File: config.mk
export PLATFORM = sky130hd
export DESIGN_NAME = alu4bit_arbiter_flat
export DESIGN_NICKNAME = d
export VERILOG_FILES = /design/src/rtl/alu4bit_pkg.sv /design/src/rtl/alu4bit_arbiter_if.sv /design/src/rtl/alu4bit_arbiter_rr_arb2.sv /design/src/rtl/alu4bit_arbiter.sv /design/src/flat_wrapper.sv
export SDC_FILE = /design/constraint.sdc
export NUM_CORES = 1
export LEC_CHECK = 0
export ABC_AREA = 1
export BUFFER_PORTS_ARGS = -buffer_cell sky130_fd_sc_hd__buf_2
export CAP_MARGIN = 5
export CORE_UTILIZATION = 41
export DETAILED_ROUTE_END_ITERATION = 10
export GPL_TIMING_DRIVEN = 1
export PLACE_DENSITY_LB_ADDON = 0.1
export SETUP_SLACK_MARGIN = 0.5
export SYNTH_ARGS = -nofsm -noshare
export SYNTH_HDL_FRONTEND = slang
export SYNTH_SLANG_ARGS = --single-unit
File: constraint.sdc
create_clock -name clk -period 0.9 [get_ports clk]
set_input_delay 0.09 -clock clk [delete_from_list [all_inputs] [get_ports clk]]
set_output_delay 0.09 -clock clk [all_outputs]
set_load 0.02 [all_outputs]
File: src/rtl/alu4bit_pkg.sv
// Shared definitions for the 4-bit ALU arbiter: opcode map, legal opcode range and FSM states.
// Optional feature macro used by the slice: ALU_ARB_ZERO_FLAG_EN.
package alu4bit_pkg;

  localparam int OP_ADD  = 3;
  localparam int OP_SUB  = 4;
  localparam int OP_AND  = 5;
  localparam int OP_NAND = 6;
  localparam int OP_OR   = 7;
  localparam int OP_NOR  = 8;
  localparam int OP_XOR  = 9;
  localparam int OP_XNOR = 10;

  localparam int OP_MIN = OP_ADD;
  localparam int OP_MAX = OP_XNOR;

  typedef enum logic [1:0] {
    ST_IDLE = 2'd0,
    ST_EXEC = 2'd1,
    ST_RESP = 2'd2
  } state_t;

  function automatic logic op_is_illegal(input int unsigned op);
    return (op < OP_MIN) || (op > OP_MAX);
  endfunction

endpackage

File: src/rtl/alu4bit_arbiter_if.sv
// Request/response bundle between the two issuing units, the response consumer and the arbiter.
// Macro ALU_ARB_ZERO_FLAG_EN adds the rsp_zero flag to the response channel.
interface alu4bit_arbiter_if #(
  parameter int DW  = 4,
  parameter int OPW = 4
);

  logic [1:0]       req_valid;
  logic [1:0]       req_ready;
  logic [2*OPW-1:0] req_op;
  logic [2*DW-1:0]  req_a;
  logic [2*DW-1:0]  req_b;

  logic             rsp_valid;
  logic             rsp_ready;
  logic [DW:0]      rsp_data;
  logic             rsp_id;
  logic             rsp_illegal;
`ifdef ALU_ARB_ZERO_FLAG_EN
  logic             rsp_zero;
`endif

  modport master (
`ifdef ALU_ARB_ZERO_FLAG_EN
    input  rsp_zero,
`endif
    output req_valid, req_op, req_a, req_b, rsp_ready,
    input  req_ready, rsp_valid, rsp_data, rsp_id, rsp_illegal
  );

  modport slave (
`ifdef ALU_ARB_ZERO_FLAG_EN
    output rsp_zero,
`endif
    input  req_valid, req_op, req_a, req_b, rsp_ready,
    output req_ready, rsp_valid, rsp_data, rsp_id, rsp_illegal
  );

endinterface

File: src/rtl/alu4bit_arbiter_rr_arb2.sv
// Two-way round-robin grant with its priority pointer; the pointer only moves when the
// owner enables it, and then hands priority to the requester that was not granted.
module rr_arb2 #(
  parameter logic RR_INIT = 1'b0
) (
  input  logic       clk,
  input  logic       rst_n,
  input  logic [1:0] valid,
  input  logic       update_en,
  output logic [1:0] grant,
  output logic       grant_id
);

  logic ptr_reg;
  logic ptr_next;

  always_comb begin
    grant_id = valid[ptr_reg] ? ptr_reg : ~ptr_reg;
    ptr_next = update_en ? ~grant_id : ptr_reg;
  end

  for (genvar gi = 0; gi < 2; gi++) begin : g_grant
    assign grant[gi] = (|valid) && (grant_id == 1'(gi));
  end

  always_ff @(posedge clk or negedge rst_n) begin
    if (!rst_n) begin
      ptr_reg <= RR_INIT;
    end else begin
      ptr_reg <= ptr_next;
    end
  end

endmodule

File: src/rtl/alu4bit_arbiter.sv
// Shares one external combinational 4-bit ALU between two requesters: IDLE accept, one EXEC
// cycle on the ALU ports, RESP hold. Macro ALU_ARB_ZERO_FLAG_EN adds the registered rsp_zero flag.
module alu4bit_arbiter
  import alu4bit_pkg::*;
#(
  parameter int DW      = 4,
  parameter int OPW     = 4,
  parameter int RR_INIT = 0
) (
  input  logic                clk,
  input  logic                rst_n,
  alu4bit_arbiter_if.slave    bus,
  output logic [OPW-1:0]      alu_opcode,
  output logic [DW-1:0]       alu_a,
  output logic [DW-1:0]       alu_b,
  input  logic [DW:0]         alu_result
);

  state_t           state_reg;
  state_t           state_next;
  logic [OPW-1:0]   op_reg;
  logic [DW-1:0]    a_reg;
  logic [DW-1:0]    b_reg;
  logic             id_reg;
  logic [DW:0]      data_reg;
  logic             illegal_reg;
`ifdef ALU_ARB_ZERO_FLAG_EN
  logic             zero_reg;
`endif

  logic [1:0]       grant;
  logic             grant_id;
  logic             accept;
  logic             exec_illegal;
  logic [OPW-1:0]   op_slot [2];
  logic [DW-1:0]    a_slot  [2];
  logic [DW-1:0]    b_slot  [2];

  for (genvar gi = 0; gi < 2; gi++) begin : g_slot
    assign op_slot[gi] = bus.req_op[gi*OPW +: OPW];
    assign a_slot[gi]  = bus.req_a[gi*DW +: DW];
    assign b_slot[gi]  = bus.req_b[gi*DW +: DW];
  end

  rr_arb2 #(
    .RR_INIT (1'(RR_INIT))
  ) u_rr_arb2 (
    .clk       (clk),
    .rst_n     (rst_n),
    .valid     (bus.req_valid),
    .update_en (accept),
    .grant     (grant),
    .grant_id  (grant_id)
  );

  assign exec_illegal = op_is_illegal(32'(op_reg));

  always_comb begin
    state_next    = state_reg;
    accept        = 1'b0;
    bus.req_ready = 2'b00;
    bus.rsp_valid = 1'b0;
    alu_opcode    = '0;
    alu_a         = '0;
    alu_b         = '0;
    case (state_reg)
      ST_IDLE: begin
        // grant is already qualified by req_valid, so any grant bit is a handshake
        bus.req_ready = grant;
        if (|grant) begin
          accept     = 1'b1;
          state_next = ST_EXEC;
        end
      end
      ST_EXEC: begin
        alu_opcode = op_reg;
        alu_a      = a_reg;
        alu_b      = b_reg;
        state_next = ST_RESP;
      end
      ST_RESP: begin
        bus.rsp_valid = 1'b1;
        if (bus.rsp_ready) begin
          state_next = ST_IDLE;
        end
      end
      default: state_next = ST_IDLE;
    endcase
  end

  always_ff @(posedge clk or negedge rst_n) begin
    if (!rst_n) begin
      state_reg   <= ST_IDLE;
      op_reg      <= '0;
      a_reg       <= '0;
      b_reg       <= '0;
      id_reg      <= 1'b0;
      data_reg    <= '0;
      illegal_reg <= 1'b0;
`ifdef ALU_ARB_ZERO_FLAG_EN
      zero_reg    <= 1'b0;
`endif
    end else begin
      state_reg <= state_next;
      if (accept) begin
        op_reg <= op_slot[grant_id];
        a_reg  <= a_slot[grant_id];
        b_reg  <= b_slot[grant_id];
        id_reg <= grant_id;
      end
      // the full DW+1 ALU result is kept so carries and SUB borrows survive
      if (state_reg == ST_EXEC) begin
        data_reg    <= exec_illegal ? '0 : alu_result;
        illegal_reg <= exec_illegal;
`ifdef ALU_ARB_ZERO_FLAG_EN
        zero_reg    <= exec_illegal || (alu_result == '0);
`endif
      end
    end
  end

  assign bus.rsp_data    = data_reg;
  assign bus.rsp_id      = id_reg;
  assign bus.rsp_illegal = illegal_reg;
`ifdef ALU_ARB_ZERO_FLAG_EN
  assign bus.rsp_zero    = zero_reg;
`endif

endmodule

File: src/flat_wrapper.sv
// flat-port wrapper written by rule: the top's interface ports become plain ports
module alu4bit_arbiter_flat import alu4bit_pkg::*;
#(
  parameter int DW      = 4,
  parameter int OPW     = 4,
  parameter int RR_INIT = 0
)
  (clk, rst_n, alu_opcode, alu_a, alu_b, alu_result, bus_req_valid, bus_req_op, bus_req_a, bus_req_b, bus_rsp_ready, bus_req_ready, bus_rsp_valid, bus_rsp_data, bus_rsp_id, bus_rsp_illegal);
  alu4bit_arbiter_if #(.DW(DW), .OPW(OPW)) bus_i ();
  input  logic clk;
  input  logic rst_n;
  output logic [OPW-1:0] alu_opcode;
  output logic [DW-1:0] alu_a;
  output logic [DW-1:0] alu_b;
  input  logic [DW:0] alu_result;
  input wire logic [$bits(bus_i.req_valid)-1:0] bus_req_valid;
  input wire logic [$bits(bus_i.req_op)-1:0] bus_req_op;
  input wire logic [$bits(bus_i.req_a)-1:0] bus_req_a;
  input wire logic [$bits(bus_i.req_b)-1:0] bus_req_b;
  input wire logic [$bits(bus_i.rsp_ready)-1:0] bus_rsp_ready;
  output wire logic [$bits(bus_i.req_ready)-1:0] bus_req_ready;
  output wire logic [$bits(bus_i.rsp_valid)-1:0] bus_rsp_valid;
  output wire logic [$bits(bus_i.rsp_data)-1:0] bus_rsp_data;
  output wire logic [$bits(bus_i.rsp_id)-1:0] bus_rsp_id;
  output wire logic [$bits(bus_i.rsp_illegal)-1:0] bus_rsp_illegal;
  assign bus_i.req_valid = bus_req_valid;
  assign bus_i.req_op = bus_req_op;
  assign bus_i.req_a = bus_req_a;
  assign bus_i.req_b = bus_req_b;
  assign bus_i.rsp_ready = bus_rsp_ready;
  assign bus_req_ready = bus_i.req_ready;
  assign bus_rsp_valid = bus_i.rsp_valid;
  assign bus_rsp_data = bus_i.rsp_data;
  assign bus_rsp_id = bus_i.rsp_id;
  assign bus_rsp_illegal = bus_i.rsp_illegal;
  alu4bit_arbiter #(.DW(DW), .OPW(OPW), .RR_INIT(RR_INIT)) u_core (.clk(clk), .rst_n(rst_n), .bus(bus_i), .alu_opcode(alu_opcode), .alu_a(alu_a), .alu_b(alu_b), .alu_result(alu_result));
endmodule
Word-level counts from Yosys, hierarchy flattened
Index checks and enable logic that the tools add are counted.

operators by class
  magnitude comparators = 4
  equality and inequality tests = 4
  mux-type cells = 23
  bitwise gates (word level) = 3
  reduce and logical (&&, ||, !) cells = 7

operator list
  operator                                                                  count
  4-bit 2-to-1 mux                                                          12
  1-bit 2-to-1 mux                                                          6
  2-bit 2-to-1 mux                                                          3
  2-bit case mux with 3 select lines                                        1
  5-bit 2-to-1 mux                                                          1
  4-bit > comparator (second input constant)                                1
  4-bit by 2-bit < comparator with 1-bit output (second input constant)     1
  2-bit OR reduction                                                        2
  2-bit by 1-bit equality test with 1-bit output (second input constant)    1
  2-bit equality test (second input constant)                               1
  2-bit >= comparator (second input constant)                               1
  1-bit logical AND                                                         2
  2-bit logical NOT                                                         1
  1-bit by 2-bit < comparator with 1-bit output (second input constant)     1
  2-bit by 1-bit inequality test with 1-bit output (second input constant)  1
  2-bit inequality test (second input constant)                             1
  1-bit inverter                                                            2
  1-bit inverter with 2-bit output                                          1
  2-bit AND reduction                                                       1
  1-bit logical OR                                                          1

word-level totals
  register bits = 22
  input bits = 34
  output and inout port bits = 22
  word-level logic and storage cells = 49

Longest topological paths before layout
Gate-level depths: netlist of run 1.

  word-level depth = 8
  depth in mapped cells = 6
  gate-level depth less buffers = 6

Cells and area by module
Synthesis of run 1 repeated with hierarchy kept, for this count alone.

second synthesis, totals
  cells, all modules = 185
  area, all modules = 1202.4 um^2

by module, submodules not included
  module           times used  cells an instance  area an instance (um^2)  sequential area each (um^2)
  alu4bit_arbiter  1           174                1131.1                   525.5
  rr_arb2          1           11                 71.3                     25.0

Least setup slack after synthesis of run 1
OpenSTA, ideal clock, no wires.

  path type = register to register
  start = reg u_core.u_rr_arb2.ptr_reg
  end = reg u_core.u_rr_arb2.ptr_reg
  library setup time = 0.136 ns
  data arrival time = 1.053 ns
  data required time = 0.764 ns
  setup slack = -0.289 ns
  stages on the path, launching flop included = 5
  period minus slack after synthesis = 1.189 ns
  cell sequence = dfrtp_1 o21ai_2 nand2_1 nor2_1 nor2_1

on the way
  longest elaborated chain between the ends = 8
  elaborated cells between the ends (all ways) = 10

ends and longest elaborated chain
  item                                                 RTL line                                                      text
  start: declaration                                   alu4bit_arbiter_rr_arb2.sv:14                                 logic ptr_reg;
  start signal: assignment                             alu4bit_arbiter_rr_arb2.sv:30                                 ptr_reg <= ptr_next;
  1-bit 2-to-1 mux (not written as such) (2 in a row)  alu4bit_arbiter_rr_arb2.sv:18                                 grant_id = valid[ptr_reg] ? ptr_reg : ~ptr_reg;
  1-bit 2-to-1 mux *                                   alu4bit_arbiter_rr_arb2.sv:18
  1-bit inverter                                       alu4bit_arbiter_rr_arb2.sv:19, alu4bit_arbiter_rr_arb2.sv:23
  1-bit logical AND                                    alu4bit_arbiter_rr_arb2.sv:23                                 assign grant[gi] = (|valid) && (grant_id == 1'(gi));
  2-bit OR reduction                                   alu4bit_arbiter.sv:70                                         if (|grant) begin
  1-bit 2-to-1 mux                                     alu4bit_arbiter.sv:70
  1-bit 2-to-1 mux                                     alu4bit_arbiter.sv:66                                         case (state_reg)

Mark *: on every way between the ends. The rest lies on a longest branch, timed or not. The select of a mux whose other input is x is not followed.
A chain may end at the register's enable or synchronous reset.

Final worst setup path of run 1
  start = reg u_core.state_reg[0]
  end = out alu_opcode[3]

on the way
  longest elaborated chain between the ends = 2

ends and longest elaborated chain
  item                                            RTL line                text
  start: declaration                              alu4bit_arbiter.sv:19   state_t state_reg;
  start signal: assignment                        alu4bit_arbiter.sv:104  state_reg <= state_next;
  2-bit by 1-bit equality test with 1-bit output  alu4bit_arbiter.sv:66
  4-bit 2-to-1 mux                                alu4bit_arbiter.sv:66
  end: declaration                                flat_wrapper.sv:12      output logic [OPW-1:0] alu_opcode;

Every way passes these cells.

==> results by group, run 1 <==
Drt
  – WL/cell: approximately 14 µm
  – Via count: around 1300
  – Drt via density: a little under 5
  – Drt total wl: 3950 µm
  – Detailed Routing Iterations Pass 1: 4
  – Antenna viol nets, final: 0
  – Initial DRC count: 35
  – Drt drc: 0

Clock network
  – Clk buf depth: 2
  – CTS tree: built
  – Sink Count: 22
  – CTS Buf Count: 3
  – Root Driver: clkbuf_4
  – Worst-Skew Late Latency: about 310 ps
  – Clk pin slew, worst setup/hold paths: 130 ps
  – Htree depth: 1

Timing
  – Final setup viols: 44
  – Tcrit/Tclk final: 156%
  – Peak Freq: between 700 and 800 MHz
  – Slew Viols, Final: 0
  – Unrepaired setup endpoints after global routing: yes
  – Worst-margin pin slew: a little over 500 ps
  – Tmin final: ~1400 ps
  – Worst hold slack: -276 ps
  – Worst clock skew: slightly above 2 ps
  – Final WS setup: -501 ps
  – Worst slew margin: 66.1%
  – Hold Vio Cnt, Final: 23

Synthesis
  – Synth Cell Area: ~1200 µm²
  – Ys Warns: 0
  – Sequential element share of the synthesized area: between 40 and 50%
  – #FFs+latches synth: 22
  – Yosys cell types: 16
  – Synth Area per Inst: ~7.5 µm²
  – Cells after Synth: 157
  – Syn Nets: between 150 and 200

Status
  – Outcome: finished with violations
  – Failing checks: hold timing, setup timing

Global routing
  – Grt met1 use: between 20% and 30%
  – Gr usage total: between 20% and 30%
  – Initial antenna violation count: 0
  – First-pass GRT wire length: between 5000 and 6000 µm
  – Largest net degree at the start of global routing: 23
  – Met2 usage: 44.8%
  – Total gr overflow: 0
  – Met3 Resource Use GR: around 3.3%
  – Vias in the first global route: 1339
  – Layer carrying the most global-route usage: met2

Finish
  – Sequential Area: about 560 µm²
  – Multi-input logic area: ~700 µm²
  – Final cell utilization of the core: approximately four fifths
  – Syn-to-layout area delta: 87.3%
  – Max FFs per register: 5
  – Commonest non-fill, non-tap cell in the layout: nand3_1
  – Most frequent cells in the layout: 37 x nand3_1, 33 x buf_2, 29 x buf_6
  – Non-filler cells, final: about 270
  – Share of post-route cells with drive strength above 1: approximately three fifths
  – Final-stage net count: 278
  – N_diodes: 0
  – Filler instances: ~170

Critical path
  – Worst-path cell chain: nand2_4 > buf_12 > nor2_4 > buf_6
  – WP data required: approximately 810 ps
  – WP data arrival: approximately 1300 ps
  – Slowest-stage cell, CP: dfrtp_2
  – Nature of the critical path endpoint: output port
  – Crit-path max FO: 5
  – Longest individual stage delay on the worst path: between 400 and 500 ps
  – WS Path Type: register to output port
  – Startpoint class of the critical path: register

Pwr
  – Leakage dissipation: 0.00112 µW
  – Peak supply drop: around 0.0033 V
  – Pwr/cell area: approximately 3700 nW/µm²
  – Final Power: between 8000 and 9000 µW

Placed design
  – Final Wtd Congestion: a little under 0.8
  – IO buf count: between 50 and 60
  – Post-detail-place hpwl: roughly 2300 µm
  – Placed Cells: 250

Floorplan
  – Top Ports: 56
  – Starting density of the core: between 40% and 50%
  – Die area: ~3100 µm²
  – Row count: 19
  – Die width: 55.7 µm
  – DIE HEIGHT: approximately 56 µm
  – Area of the core: 2730 µm²

Min path
  – Hold Path Class: primary input to async pin

Run
  – Max-cap violations: 0
==> worst max-delay path: cells and delay by family (launching register included) <==
kind	cells	cell delay [ps]
buffers and inverters	2	290
flip-flops	1	480
AND/OR/NAND/NOR	2	220
==> worst paths after layout <==
check | slack (ps) | startpoint | to | cells after the start
max | -500 | u_core.state_reg[0]$_DFFE_PN0P_ | alu_opcode[3] | 4
min | -280 | rst_n | u_core.op_reg[1]$_DFFE_PN0P_ | 1
max reg2reg | -470 | u_core.state_reg[0]$_DFFE_PN0P_ | u_core.bus.rsp_data[4]$_DFFE_PN0N_ | 8
min reg2reg | 510 | u_core.op_reg[2]$_DFFE_PN0P_ | u_core.op_reg[2]$_DFFE_PN0P_ | 2
max in group asynchronous | 810 | rst_n | u_core.bus.rsp_id$_DFFE_PN0P_ | 1
min in group clk | -60 | bus_rsp_ready | u_core.state_reg[1]$_DFFE_PN0P_ | 2
==> final cells by class <==
class	count	share of cell area, %
flip-flops and latches	22	25.3
clock buffers	3	1.02
repair buffers	89	36.0
clock inverters	1	1.36
well taps	31	1.75
inverters	22	3.73
multi-input cells	106	30.8
==> power by group <==
part | switching [µW] | internal [µW] | total (µW) | leakage, µW
sequential | 378 | 1490 | 1870 | 0.000265
combinational | 2830 | 2810 | 5640 | 0.000827
clock | 326 | 450 | 776 | 0.0000279
==> synth_stat cells <==
| cell type | number | area (µm²) |
|---|---|---|
| nand3_1 | 37 | 185 |
| nand2_1 | 35 | 131 |
| nor2_1 | 23 | 86.3 |
| dfrtp_1 | 22 | 551 |
| inv_1 | 18 | 67.6 |
| buf_6 | 4 | 45.0 |
| inv_2 | 4 | 15.0 |
| nand2_2 | 3 | 18.8 |
| buf_2 | 2 | 10.0 |
| nor2_2 | 2 | 12.5 |
| nor2_4 | 2 | 22.5 |
| a21oi_2 | 1 | 8.76 |
| buf_4 | 1 | 7.51 |
| nand3b_1 | 1 | 7.51 |
| o21ai_0 | 1 | 5.00 |
| o21ai_2 | 1 | 8.76 |
==> logic make-up after synthesis <==
kind of cell	share of synthesized area, %
AOI/OAI and AO/OA	1.90
buffers and inverters	12.3
DFF	46.6
and+or+nand+nor	39.3
==> routing by layer <==
| layer | wire [µm] | up-vias |
|---|---|---|
| met5 | 0 | - |
| met4 | 87 | 0 |
| met3 | 145 | 10 |
| met2 | 2190 | 39 |
| met1 | 1530 | 636 |
| li1 | - | 660 |
==> through the flow <==
step,instance area [µm²],TNS [ps],hold WS (ps),setup slack [ps]
floorplan,1300,-3400,-206,-175
global placement,1690,-5070,90.1,-188
detailed placement,1690,-6290,90.2,-221
CTS,2070,-15350,-272,-488
global route,2210,-18600,-240,-557
finish,2210,-16570,-276,-501
==> what timing repair did <==
action / in CTS / in global routing
setup endpoints to repair: 44 / 44
gates cloned: 2 / 1
hold endpoints to repair: 25 / 25
pin swaps: 5 / 9
resized for setup: 64 / 20
setup buffers: 11 / 6
Note: power is estimated with default switching activity, not from simulation.
==> inputs of run 2 (changes only) <==
- REMOVE_ABC_BUFFERS: unset -> 1
==> run 2 against run 1 <==
The run still ends with hold timing, setup timing left. Register-to-register slack better by 90 ps. Total power shrank 2.4%. Clock skew grew 11 ps. Global-route usage decreased by 0.88 points. Largest cell class unchanged. Final area rose by 0.85%. Sequential share of layout area decreased by 0.55 points. Cell count rose by 0.36%. Setup slack got worse by 9.7 ps. Hold slack improved by 3.0 ps. Critical path depth unchanged. Via count is 1.6% higher. Fmax down 0.68%.
==> results by group, run 2 (synthesis gave the netlist of run 1 again) <==
Status
  – Outcome: finished with violations
  – Failing checks: hold timing, setup timing

Placed design
  – Final Wtd Congestion: between 0.7 and 0.8
  – IO buf count: 55
  – Post-detail-place hpwl: 2250 µm

Drt
  – Drt drc: 0
  – Initial DRC count: 30
  – Antenna viol nets, final: 0
  – WL/cell: about 14 µm
  – Drt via density: between 4 and 5
  – Drt total wl: 3770 µm
  – Via count: about 1400
  – Detailed Routing Iterations Pass 1: 4

Floorplan
  – Die area: approximately 3100 µm²
  – Top Ports: 56
  – Area of the core: around 2700 µm²
  – DIE HEIGHT: around 56 µm
  – Die width: ~56 µm
  – Starting density of the core: a little over two fifths
  – Row count: 19

Critical path
  – Crit-path max FO: 3
  – WP data arrival: between 1000 and 1500 ps
  – WS Path Type: register to output port
  – Nature of the critical path endpoint: output port
  – WP data required: slightly above 800 ps
  – Startpoint class of the critical path: register

Finish
  – Max FFs per register: 5
  – Sequential Area: ~550 µm²
  – Most frequent cells in the layout: 33 x buf_2, 29 x buf_6, 28 x nand2_1
  – Syn-to-layout area delta: 88.9%
  – Share of post-route cells with drive strength above 1: about three fifths
  – Final-stage net count: roughly 280
  – Filler instances: 159
  – N_diodes: 0
  – Multi-input logic area: between 700 and 800 µm²
  – Commonest non-fill, non-tap cell in the layout: buf_2

Global routing
  – Largest net degree at the start of global routing: 23
  – Total gr overflow: 0
  – Vias in the first global route: 1353
  – Initial antenna violation count: 0
  – Gr usage total: between 20% and 30%
  – First-pass GRT wire length: about 5600 µm

Clock network
  – CTS tree: built
  – Clk buf depth: 2
  – CTS Buf Count: 3
  – Htree depth: 1
  – Root Driver: clkbuf_4
  – Worst-Skew Late Latency: 310 ps
  – Sink Count: 22
  – Clk pin slew, worst setup/hold paths: ~140 ps

Timing
  – Hold Vio Cnt, Final: 23
  – Tmin final: approximately 1400 ps
  – Worst-margin pin slew: approximately 520 ps
  – Worst clock skew: roughly 13 ps
  – Final WS setup: -511 ps
  – Peak Freq: 709 MHz
  – Tcrit/Tclk final: 157%
  – TNS Setup: -13590 ps
  – Slew Viols, Final: 0
  – Worst hold slack: -273 ps
  – Final setup viols: 44
  – Worst slew margin: around two thirds
  – Unrepaired setup endpoints after global routing: yes

Pwr
  – Pwr/cell area: around 3600 nW/µm²
  – Net Sw Power: ~3500 µW
  – Final Power: 8090 µW
  – Leakage dissipation: between 0.001 and 0.0015 µW
  – Comb power frac: roughly two thirds
  – Peak supply drop: roughly 0.0027 V
  – Power share of the clock group: a little under a tenth
  – Switching share of power: 43.1%
  – Seq pwr share: between 20% and 30%
  – Internal Power: roughly 4600 µW

Min path
  – Hold Path Class: primary input to async pin

Run
  – Max-cap violations: 0
[run 2: power by group through the flow]
stage | Combinational (µW) | Sequential, µW | Clock (µW)
after floorplan | 1650 | 1940 | 0
after CTS | 4400 | 1800 | 784
after global placement | 3190 | 1740 | 0
after global routing | 5860 | 1880 | 827
after detailed placement | 3270 | 1770 | 0
final | 5480 | 1840 | 769
[run 2: path summary, 6_finish.rpt]
check                                                      from                              endpoint  slack (ps)  depth (start not counted)
setup reg to reg                u_core.state_reg[1]$_DFFE_PN0P_    u_core.bus.rsp_data[0]$_DFFE_PN0N_        -380                          8
setup / recovery           u_core.u_rr_arb2.ptr_reg$_DFFE_PN0P_                      bus_req_ready[1]        -510                          4
max in group asynchronous                                 rst_n  u_core.u_rr_arb2.ptr_reg$_DFFE_PN0P_         780                          1
min in group clk                                  bus_rsp_ready       u_core.state_reg[1]$_DFFE_PN0P_         -20                          2
hold reg to reg                     u_core.a_reg[1]$_DFFE_PN0P_           u_core.a_reg[1]$_DFFE_PN0P_         510                          2
hold / removal                                            rst_n    u_core.bus.rsp_data[1]$_DFFE_PN0N_        -270                          1
[run 2: critical path, stage by stage, from the launching register on]
cell     delay (ps)
dfrtp_2         460
o21ai_4         200
nand2_2         100
nor2_4          130
buf_6           120
[run 2: timing repair]
| item | 4_1_cts | 5_1_grt |
|---|---|---|
| setup buffers | 9 | 9 |
| pin swaps | 4 | 12 |
| setup endpoints to repair | 44 | 44 |
| gates resized for setup | 64 | 59 |
| hold endpoints to repair | 24 | 23 |
[run 2: layout make-up]
| type | instances | area share (%) |
|---|---|---|
| inverter | 22 | 3.70 |
| tap | 31 | 1.74 |
| timing repair buffer | 90 | 34.5 |
| sequential | 22 | 24.8 |
| clock buffer | 3 | 1.01 |
| clock inverter | 1 | 1.34 |
| multi-input combinational | 106 | 33.0 |
[run 2: metal layers]
layer	wire length [µm]	GRT usage, %
met2	2220	43.9
met3	129	2.56
met1	1400	26.4
met4	16	7.14
met5	0	0
[run 2: through the flow]
step | setup WS [ps] | util [%] | std cells | instance area (µm²)
final | -511 | 81.7 | 275 | 2230
after global routing | -573 | 81.7 | 275 | 2230
after CTS | -523 | 70.7 | 266 | 1930
after detailed placement | -255 | 58.0 | 253 | 1590
after floorplan | -486 | - | 150 | 1120
after global placement | -230 | 58.0 | 253 | 1590
